===== config.mk =====
export PLATFORM = sky130hd
export DESIGN_NAME = bus_arbiter
export DESIGN_NICKNAME = d
export VERILOG_FILES = /design/src/rtl/bus_arbiter_pkg.sv /design/src/rtl/rr_select.sv /design/src/rtl/bus_arbiter.sv
export SDC_FILE = /design/constraint.sdc
export NUM_CORES = 1
export LEC_CHECK = 0
export ABC_CLOCK_PERIOD_IN_PS = 4950
export BUFFER_PORTS_ARGS = -buffer_cell sky130_fd_sc_hd__buf_4
export CAP_MARGIN = 20
export CORE_AREA = 2 2 198 200
export DETAILED_ROUTE_END_ITERATION = 16
export DIE_AREA = 0 0 200 202
export GPL_ROUTABILITY_DRIVEN = 0
export GPL_TIMING_DRIVEN = 0
export SETUP_SLACK_MARGIN = 0.02
export SLEW_MARGIN = 30
export SYNTH_ARGS = -nofsm -noshare
export SYNTH_HDL_FRONTEND = slang
export SYNTH_HIERARCHICAL = 1
export SYNTH_SLANG_ARGS = --single-unit

===== constraint.sdc =====
create_clock -name i_clock -period 4.95 [get_ports i_clock]
set_input_delay 0.495 -clock i_clock [delete_from_list [all_inputs] [get_ports i_clock]]
set_output_delay 0.495 -clock i_clock [all_outputs]
set_load 0.005 [all_outputs]

===== src/rtl/bus_arbiter_pkg.sv =====
// Shared types and constants for the system-bus arbiter.
// Word width sets the per-port packing of address/data buses.
package bus_arbiter_pkg;

    localparam int WORD_W = 32;

    typedef enum logic [1:0] {
        IDLE    = 2'd0,
        BUSY    = 2'd1,
        RELEASE = 2'd2
    } state_t;

endpackage


===== src/rtl/rr_select.sv =====
// Combinational round-robin pick: first set request after 'last', wrapping; zero latency.
// No backpressure; vld is low when no request is set.
module rr_select #(
    parameter int NPORTS = 4
) (
    input  logic [NPORTS-1:0]         req,
    input  logic [$clog2(NPORTS)-1:0] last,
    output logic                      vld,
    output logic [$clog2(NPORTS)-1:0] winner
);

    localparam int IDX_W = $clog2(NPORTS);

    always_comb begin
        int              sum;
        logic [IDX_W-1:0] idx;
        vld    = 1'b0;
        winner = '0;
        sum    = 0;
        idx    = '0;
        // Scan last+1 .. last+NPORTS so the previous owner is considered last.
        for (int i = 1; i <= NPORTS; i++) begin
            sum = int'(last) + i;
            if (sum >= NPORTS) begin
                sum = sum - NPORTS;
            end
            idx = IDX_W'(sum);
            if (!vld && req[idx]) begin
                vld    = 1'b1;
                winner = idx;
            end
        end
    end

endmodule


===== src/rtl/bus_arbiter.sv =====
// Round-robin owner of the single system bus; request->bus 1 cycle, bus ready->o_ready 1 cycle.
// One transaction in flight; others wait on i_request until the owner releases, watchdog aborts stuck slaves.
module bus_arbiter
    import bus_arbiter_pkg::*;
#(
    parameter int NPORTS  = 4,
    parameter int TIMEOUT = 1024
) (
    input  logic                     i_clock,
    input  logic                     i_reset,
    input  logic [NPORTS-1:0]        i_request,
    input  logic [NPORTS-1:0]        i_rw,
    input  logic [NPORTS*WORD_W-1:0] i_address,
    input  logic [NPORTS*WORD_W-1:0] i_wdata,
    output logic [NPORTS-1:0]        o_ready,
    output logic [NPORTS*WORD_W-1:0] o_rdata,
    output logic                     o_bus_request,
    output logic                     o_bus_rw,
    output logic [WORD_W-1:0]        o_bus_address,
    output logic [WORD_W-1:0]        o_bus_wdata,
    input  logic                     i_bus_ready,
    input  logic [WORD_W-1:0]        i_bus_rdata,
    output logic [NPORTS-1:0]        o_grant,
    output logic                     o_fault
);

    localparam int IDX_W = $clog2(NPORTS);
    localparam int CNT_W = $clog2(TIMEOUT);

    state_t             state_q, state_d;
    logic [IDX_W-1:0]   last_q, last_d;
    logic [CNT_W-1:0]   cnt_q, cnt_d;
    logic               bus_req_d, bus_rw_d, fault_d;
    logic [WORD_W-1:0]  bus_addr_d, bus_wdata_d;
    logic [NPORTS-1:0]  ready_d, grant_d;
    logic [WORD_W-1:0]  rdata_q [NPORTS];
    logic [WORD_W-1:0]  rdata_d [NPORTS];
    logic [WORD_W-1:0]  addr_arr [NPORTS];
    logic [WORD_W-1:0]  wdata_arr [NPORTS];
    logic               sel_vld;
    logic [IDX_W-1:0]   sel_idx;

    for (genvar g = 0; g < NPORTS; g++) begin : g_port
        assign addr_arr[g]                = i_address[g*WORD_W +: WORD_W];
        assign wdata_arr[g]               = i_wdata[g*WORD_W +: WORD_W];
        assign o_rdata[g*WORD_W +: WORD_W] = rdata_q[g];
    end

    rr_select #(.NPORTS(NPORTS)) u_rr_select (
        .req    (i_request),
        .last   (last_q),
        .vld    (sel_vld),
        .winner (sel_idx)
    );

    always_comb begin
        state_d     = state_q;
        last_d      = last_q;
        cnt_d       = cnt_q;
        bus_req_d   = o_bus_request;
        bus_rw_d    = o_bus_rw;
        bus_addr_d  = o_bus_address;
        bus_wdata_d = o_bus_wdata;
        grant_d     = o_grant;
        rdata_d     = rdata_q;
        ready_d     = '0;
        fault_d     = 1'b0;
        case (state_q)
            IDLE: begin
                if (sel_vld) begin
                    bus_req_d        = 1'b1;
                    bus_rw_d         = i_rw[sel_idx];
                    bus_addr_d       = addr_arr[sel_idx];
                    bus_wdata_d      = wdata_arr[sel_idx];
                    grant_d          = '0;
                    grant_d[sel_idx] = 1'b1;
                    last_d           = sel_idx;
                    cnt_d            = '0;
                    state_d          = BUSY;
                end
            end
            BUSY: begin
                if (i_bus_ready) begin
                    bus_req_d        = 1'b0;
                    ready_d[last_q]  = 1'b1;
                    rdata_d[last_q]  = i_bus_rdata;
                    state_d          = RELEASE;
                end else if (cnt_q == CNT_W'(TIMEOUT - 1)) begin
                    // Slave never answered: complete the owner with zero data and flag it.
                    bus_req_d        = 1'b0;
                    ready_d[last_q]  = 1'b1;
                    rdata_d[last_q]  = '0;
                    fault_d          = 1'b1;
                    state_d          = RELEASE;
                end else begin
                    cnt_d = cnt_q + 1'b1;
                end
            end
            RELEASE: begin
                if (!i_request[last_q]) begin
                    grant_d = '0;
                    state_d = IDLE;
                end
            end
            default: state_d = IDLE;
        endcase
    end

    always_ff @(posedge i_clock) begin
        if (!i_reset) begin
            state_q       <= IDLE;
            last_q        <= IDX_W'(NPORTS - 1);
            cnt_q         <= '0;
            o_bus_request <= 1'b0;
            o_bus_rw      <= 1'b0;
            o_bus_address <= '0;
            o_bus_wdata   <= '0;
            o_grant       <= '0;
            o_ready       <= '0;
            o_fault       <= 1'b0;
            rdata_q       <= '{default: '0};
        end else begin
            state_q       <= state_d;
            last_q        <= last_d;
            cnt_q         <= cnt_d;
            o_bus_request <= bus_req_d;
            o_bus_rw      <= bus_rw_d;
            o_bus_address <= bus_addr_d;
            o_bus_wdata   <= bus_wdata_d;
            o_grant       <= grant_d;
            o_ready       <= ready_d;
            o_fault       <= fault_d;
            rdata_q       <= rdata_d;
        end
    end

endmodule


# Word level (Yosys, flattened, before mapping)
# Cells that the tools add are included.
[totals]
output_inout_bits = 203
inputBits = 299
elab_cells = 131
regBits = 217
[classes]
n_mux = 58
n_addsub = 9
eq_ne = 8
reduce_logical = 21
bitwise = 6
order_cmp = 15
[op_table]
columns = ["op", "count"]
rows = [
  ["$mux 128", 2],
  ["$mux 32", 5],
  ["$and 128x128->128", 1],
  ["$bmux 32 s2", 2],
  ["$bwmux 128", 1],
  ["$not 128->128", 1],
  ["$demux 32 s2", 1],
  ["$mux 10", 3],
  ["$mux 2", 12],
  ["$pmux 10 s2", 1],
  ["$lt 2x3->1 const B", 6],
  ["$mux 1", 16],
  ["$mux 4", 4],
  ["$ge 3x3->1 const B", 5],
  ["$bmux 1 s2", 6],
  ["$add 10x1->10 const B", 1],
  ["$eq 10x10->1 const B", 1],
  ["$reduce_and 3->1", 3],
  ["$ne 2x2->1 const B", 4],
  ["$pmux 4 s2", 1],
  ["$sub 2x1->2 const B", 4],
  ["$add 2x2->3 const B", 2],
  ["$logic_and 1x1->1", 6],
  ["$not 2->3", 2],
  ["other kinds (18)", 27],
]

# Logic depth before layout (Yosys ltp)
[depth]
word_depth = 21
mapped_depth = 9
ltp_nobuf = 6

# Modules after synthesis
# Netlist, hierarchy kept.
[by_module_without_submodules]
columns = ["module", "seq_area_each_um2", "n_inst", "area_each_um2", "cells_per_inst"]
rows = [
  ["bus_arbiter", 4344.2, 1, 9556.7, 1071],
  ["rr_select", 0.0, 1, 91.3, 14],
]

# Worst setup path before layout
# No wires, ideal clock.
[synth_path]
path_kind = "in2reg"
start = "input i_request[2]"
end = "register o_bus_address[19]"
t_required_ps = 4818
t_arrival_ps = 2083
path_slack_ps = 2735
setup_ps = 132
stages = 9
n_path_buf = 3
cell_sequence = "and2b_1 -> a21oi_2 -> o221ai_2 -> buf_2 -> buf_4 -> buf_4 -> mux4_2 -> nand2_1 -> a21oi_1"
[synth_via]
elab_chain_len = 16
word_cells_on_any_way = 27
cone_classes = "19 x mux; 1 x bitwise; 7 x reduce/logical"
[synth_rtl]
columns = ["item", "line_no", "rtl"]
rows = [
  ["start, declared", "bus_arbiter.sv:11", "input logic [NPORTS-1:0] i_request,"],
  ["$bmux 1 s2", "rr_select.sv:28", "if (!vld && req[idx]) begin"],
  ["$mux 1 (implied by the code)", "rr_select.sv:28", ""],
  ["$mux 1", "rr_select.sv:28", ""],
  ["$logic_not 1->1", "rr_select.sv:28", ""],
  ["$logic_and 1x1->1", "rr_select.sv:28", ""],
  ["$mux 1", "rr_select.sv:28", ""],
  ["$logic_not 1->1", "rr_select.sv:28", ""],
  ["$logic_and 1x1->1", "rr_select.sv:28", ""],
  ["$mux 1", "rr_select.sv:28", ""],
  ["$logic_not 1->1", "rr_select.sv:28", ""],
  ["$logic_and 1x1->1", "rr_select.sv:28", ""],
  ["$mux 2 (*)", "rr_select.sv:28", ""],
  ["named net sel_idx[0]", "bus_arbiter.sv:41", "logic [IDX_W-1:0] sel_idx;"],
  ["$not 2->3 (implied by the code) (*)", "bus_arbiter.sv:73", "bus_addr_d = addr_arr[sel_idx];"],
  ["$bmux 32 s2 (*)", "bus_arbiter.sv:73", ""],
  ["$mux 32 (implied by the code) (*) (2 in a row)", "bus_arbiter.sv:73", ""],
  ["end signal, assigned", "bus_arbiter.sv:128", "o_bus_address <= bus_addr_d;"],
  ["end, declared", "bus_arbiter.sv:19", "output logic [WORD_W-1:0] o_bus_address,"],
]
# Mark *: on every way through the listed nets, which the timed path passes. The rest lies on a longest branch. The select of a mux whose other input is x is not followed.
# A chain may end at the register's enable or synchronous reset.

# Worst setup path after layout
[layout_path]
start = "register last_q[1]"
end = "register o_bus_address[21]"
[layout_via]
elab_chain_len = 19
word_cells_on_any_way = 43
cone_classes = "8 x add/sub; 4 x order compare; 23 x mux; 1 x bitwise; 7 x reduce/logical"
[layout_rtl]
columns = ["item", "line_no", "rtl"]
rows = [
  ["start, declared", "bus_arbiter.sv:31", "logic [IDX_W-1:0] last_q, last_d;"],
  ["start signal, assigned", "bus_arbiter.sv:112", "last_q <= IDX_W'(NPORTS - 1);"],
  ["start signal, assigned", "bus_arbiter.sv:124", "last_q <= last_d;"],
  ["$add 2x1->3", "rr_select.sv:23", "sum = int'(last) + i;"],
  ["$ge 3x3->1 or $sub 2x1->2 (tied branches)", "rr_select.sv:24, rr_select.sv:25", ""],
  ["$mux 2", "rr_select.sv:24", "if (sum >= NPORTS) begin"],
  ["$bmux 1 s2", "rr_select.sv:28", ""],
  ["$mux 1 (implied by the code)", "rr_select.sv:28", ""],
  ["$mux 1", "rr_select.sv:28", ""],
  ["$logic_not 1->1", "rr_select.sv:28", ""],
  ["$logic_and 1x1->1", "rr_select.sv:28", ""],
  ["(+3 left out)", "n/a", ""],
  ["$mux 1", "rr_select.sv:28", ""],
  ["$logic_not 1->1", "rr_select.sv:28", ""],
  ["$logic_and 1x1->1", "rr_select.sv:28", ""],
  ["$mux 2 (*)", "rr_select.sv:28", ""],
  ["named net sel_idx[0]", "bus_arbiter.sv:41", ""],
  ["$not 2->3 (implied by the code) (*)", "bus_arbiter.sv:73", ""],
  ["$bmux 32 s2 (*)", "bus_arbiter.sv:73", ""],
  ["$mux 32 (implied by the code) (*) (2 in a row)", "bus_arbiter.sv:73", ""],
]
# Marks and branches as above.

==> results.md <==
- Final cell count without fillers: 2157
- RSZ-0062 raised after global routing: false
- Power Density: about 330 nW/um^2
- Most frequent CP cell: buf_4
- CP Launch Type: register
- Outcome: finished clean
- R2R setup slack: 2.37 ns
- Tot Pwr: 4.899 mW
- CTS tree: yes
- Antenna violations before repair: 9
- Slowest cell delay on critical path: around 0.6 ns
- Root Buffer Master: clkbuf_16
- Reg-to-reg endpoint: o_bus_address[21]
- Synth warn: 6
- Critical path arrival: 2.95 ns
- CP delay by family, top: buffers and inverters
- CTS Buf Count: 25
- Fin worst setup slack: 2.372 ns
- Core box area: between 30000 and 40000 sq um
- Reg2reg path depth: 9
- Hold_buf cts: 0
- Yosys top cell by area: dfxtp_1
- Peak Freq: 0.3880 GHz
- IO Count: 502
- Lkg Pwr: 6.135 nW
- DRC viols: 0
- Post-synth cell types: 50
- GR Overflow Total: 0
- Hold Vio Cnt, Final: 0
- Clock Latency Late Sink: 0.52 ns
- Pre-antenna DRT Iters: 5
- Chip Width: about 200 um
- Register area share after synthesis: 0.4503
- Final setup viols: 0
- First-pass GRT wire length: approximately 64000 um
- Kind of critical path: reg2reg
- Die Area: approximately 40000 sq um
- Post-Syn Instances: 1085
- Largest cells by area after synthesis: dfxtp_1 45%, mux4_2 15%, nand2_1 11%
- Die Y: around 200 um
- Crit end category: register
- Hold Startpoint: i_bus_rdata[29]
- Vias: 10330
- Skew final: approximately 0.014 ns
- Total track usage: 0.2139
- Max VDD drop: approximately 0.00015 V
- Initial core utilization: 0.2520
- Area grow syn2layout: 54.16%
- Antenna viol nets, final: 0
- CTS H-Tree Depth: 1
- Reg-to-Reg Start: last_q[1]
- CTS clock-pin slew for the worst setup and hold paths: 0.06 ns
- Predominant post-synthesis flop cell: dfxtp_1
- Syn_nets: around 1400
- Clk sinks: 217
- Crit path time final: 2.578 ns
- Worst Hold Class: in2reg
- Worst path slowest cell: mux4_2
- Worst EP required: 5.32 ns
- Layout cells sized above 1: 0.4006
- Post-synth top cells: 274 x nand2_1, 217 x dfxtp_1, 201 x a21oi_1, 137 x nand3_1, 66 x mux4_2
- Crit-path max FO: 10
- Pre-CTS setup slack: 2.225 ns
- DR iter-0 viols: about 460
- Routed wire per std cell: around 21 um
- CP Cell Sequence: nand2b_1, a21oi_2, o221ai_2, buf_2, buf_4, buf_4, mux4_2, nand2_1, a21oi_1
- Area of the mapped netlist: approximately 9600 sq um
- FF+latch count, synth: 217
- CTS Buffer Depth: 3
- Dpl cells: 2103
- Hold Crit Depth: 3
- Setup Fix Bufs, Post-CTS: 0
- Max Slew Vio Count: 0
- Vias in the first global route: approximately 10000
- Largest net degree at the start of global routing: 14
- Fin crit share: 0.5207
- Syn Area/Cell: 8.892 sq um
- Vias per inst: 4.791
- Critical path buffers and inverters: 3
- Post-synth EDFFs: 0
- Relative slew slack: 0.4636
- Number of max-cap violations: 0
- Setup TNS: 0 ns
- HPWL Detailed: 36560 um
- Synth top area share: 0.4503
- Drt total wl: 44880 um
- # rows: 72
- Worst-Margin Slew: 0.8046 ns
- Most numerous cell in the Yosys netlist: nand2_1
- Port Buffer Count: 500
- Min-Delay Endpoint: o_rdata[125]
- Post-layout nets: 1912
- Post-CTS resize count: 0
- Asr flop ratio synth: 0
## logic make-up (layout without fill, tap and decap cells)
group / after synthesis / in the layout / synth area share
and+or+nand+nor: 466 / 466 / 0.2168
AOI/OAI and AO/OA: 233 / 233 / 0.1299
DFF: 217 / 217 / 0.4503
buffers and inverters: 101 / 646 / 0.04656
muxes: 67 / 67 / 0.1551
adders and majority gates: 1 / 1 / 0.001297
other: 0 / 9 / 0
## state kept, by name, indices dropped and copies added, names as in the netlist
name and flops:
cnt_q 10, last_q 2, state_q 2, o_bus_wdata 32
o_grant 4, o_bus_rw 1, o_ready 4, o_fault 1
o_bus_address 32, o_rdata 128, o_bus_request 1
## stage by stage
step,cell area (sq um),hold slack [ns],utilization
floorplan,9648,0.4527,-
global placement,14050,0.4444,0.3670
detailed placement,14050,0.4488,0.3670
CTS,14850,0.2347,0.3879
global route,14870,0.2459,0.3885
finish,14870,0.2544,0.3885
## final cells by class
| cell class | instances | area [sq um] |
|---|---|---|
| antenna | 9 | 22.52 |
| fill | 3901 | 23410 |
| timing repair buffer | 500 | 3754 |
| tap | 518 | 648.1 |
| clock buffer | 35 | 713.2 |
| clock inverter | 10 | 87.58 |
| buffer | 98 | 437.9 |
| inverter | 3 | 11.26 |
| sequential | 217 | 4344 |
| multi-input combinational | 767 | 4855 |
## report_power, final
group / internal, mW / switching [mW] / leakage (nW)
Combinational: 0.594 / 0.562 / 3.97
Sequential: 1.86 / 0.0694 / 1.77
Clock: 1.06 / 0.752 / 0.398
## worst register-to-register path, cell delays in order (launching register included)
cell and delay [ns]:
dfxtp_1 0.49, nand2b_1 0.18, a21oi_2 0.06, o221ai_2 0.14, buf_2 0.23, buf_4 0.28, buf_4 0.30, mux4_2 0.60
nand2_1 0.10, a21oi_1 0.06
## cell usage in the layout, fill, tap and decap left out, drive strengths merged, types with 4 or more instances in the layout
cell type / instances
buf: 535
nand2: 274
dfxtp: 217
a21oi: 202
nand3: 138
clkbuf: 98
mux4: 66
nor2: 11
o21ai: 10
diode: 9
nand2b: 8
nand4: 6
clkinv: 6
inv: 5
a31oi: 4
and3: 4
nor3: 4
nand3b: 4
## worst max path at each step
stage | startpoint | to | depth (start not counted)
after floorplan | i_request[2] | o_bus_address[19] | 9
after global placement | i_request[2] | o_bus_address[21] | 10
after detailed placement | i_request[2] | o_bus_address[21] | 10
after CTS | last_q[1] | o_bus_address[21] | 9
after global routing | last_q[1] | o_bus_address[21] | 9
final | last_q[1] | o_bus_address[21] | 9
## routing by layer
| layer | track usage | share of wire | vias to the layer above |
|---|---|---|---|
| met5 | 0 | 0 | - |
| met4 | 0.08730 | 0.039 | 0 |
| met3 | 0.03554 | 0.062 | 71 |
| met2 | 0.3796 | 0.50 | 443 |
| met1 | 0.2542 | 0.40 | 4915 |
| li1 | - | - | 4905 |
No activity file was read; power rests on OpenSTA's default activity.
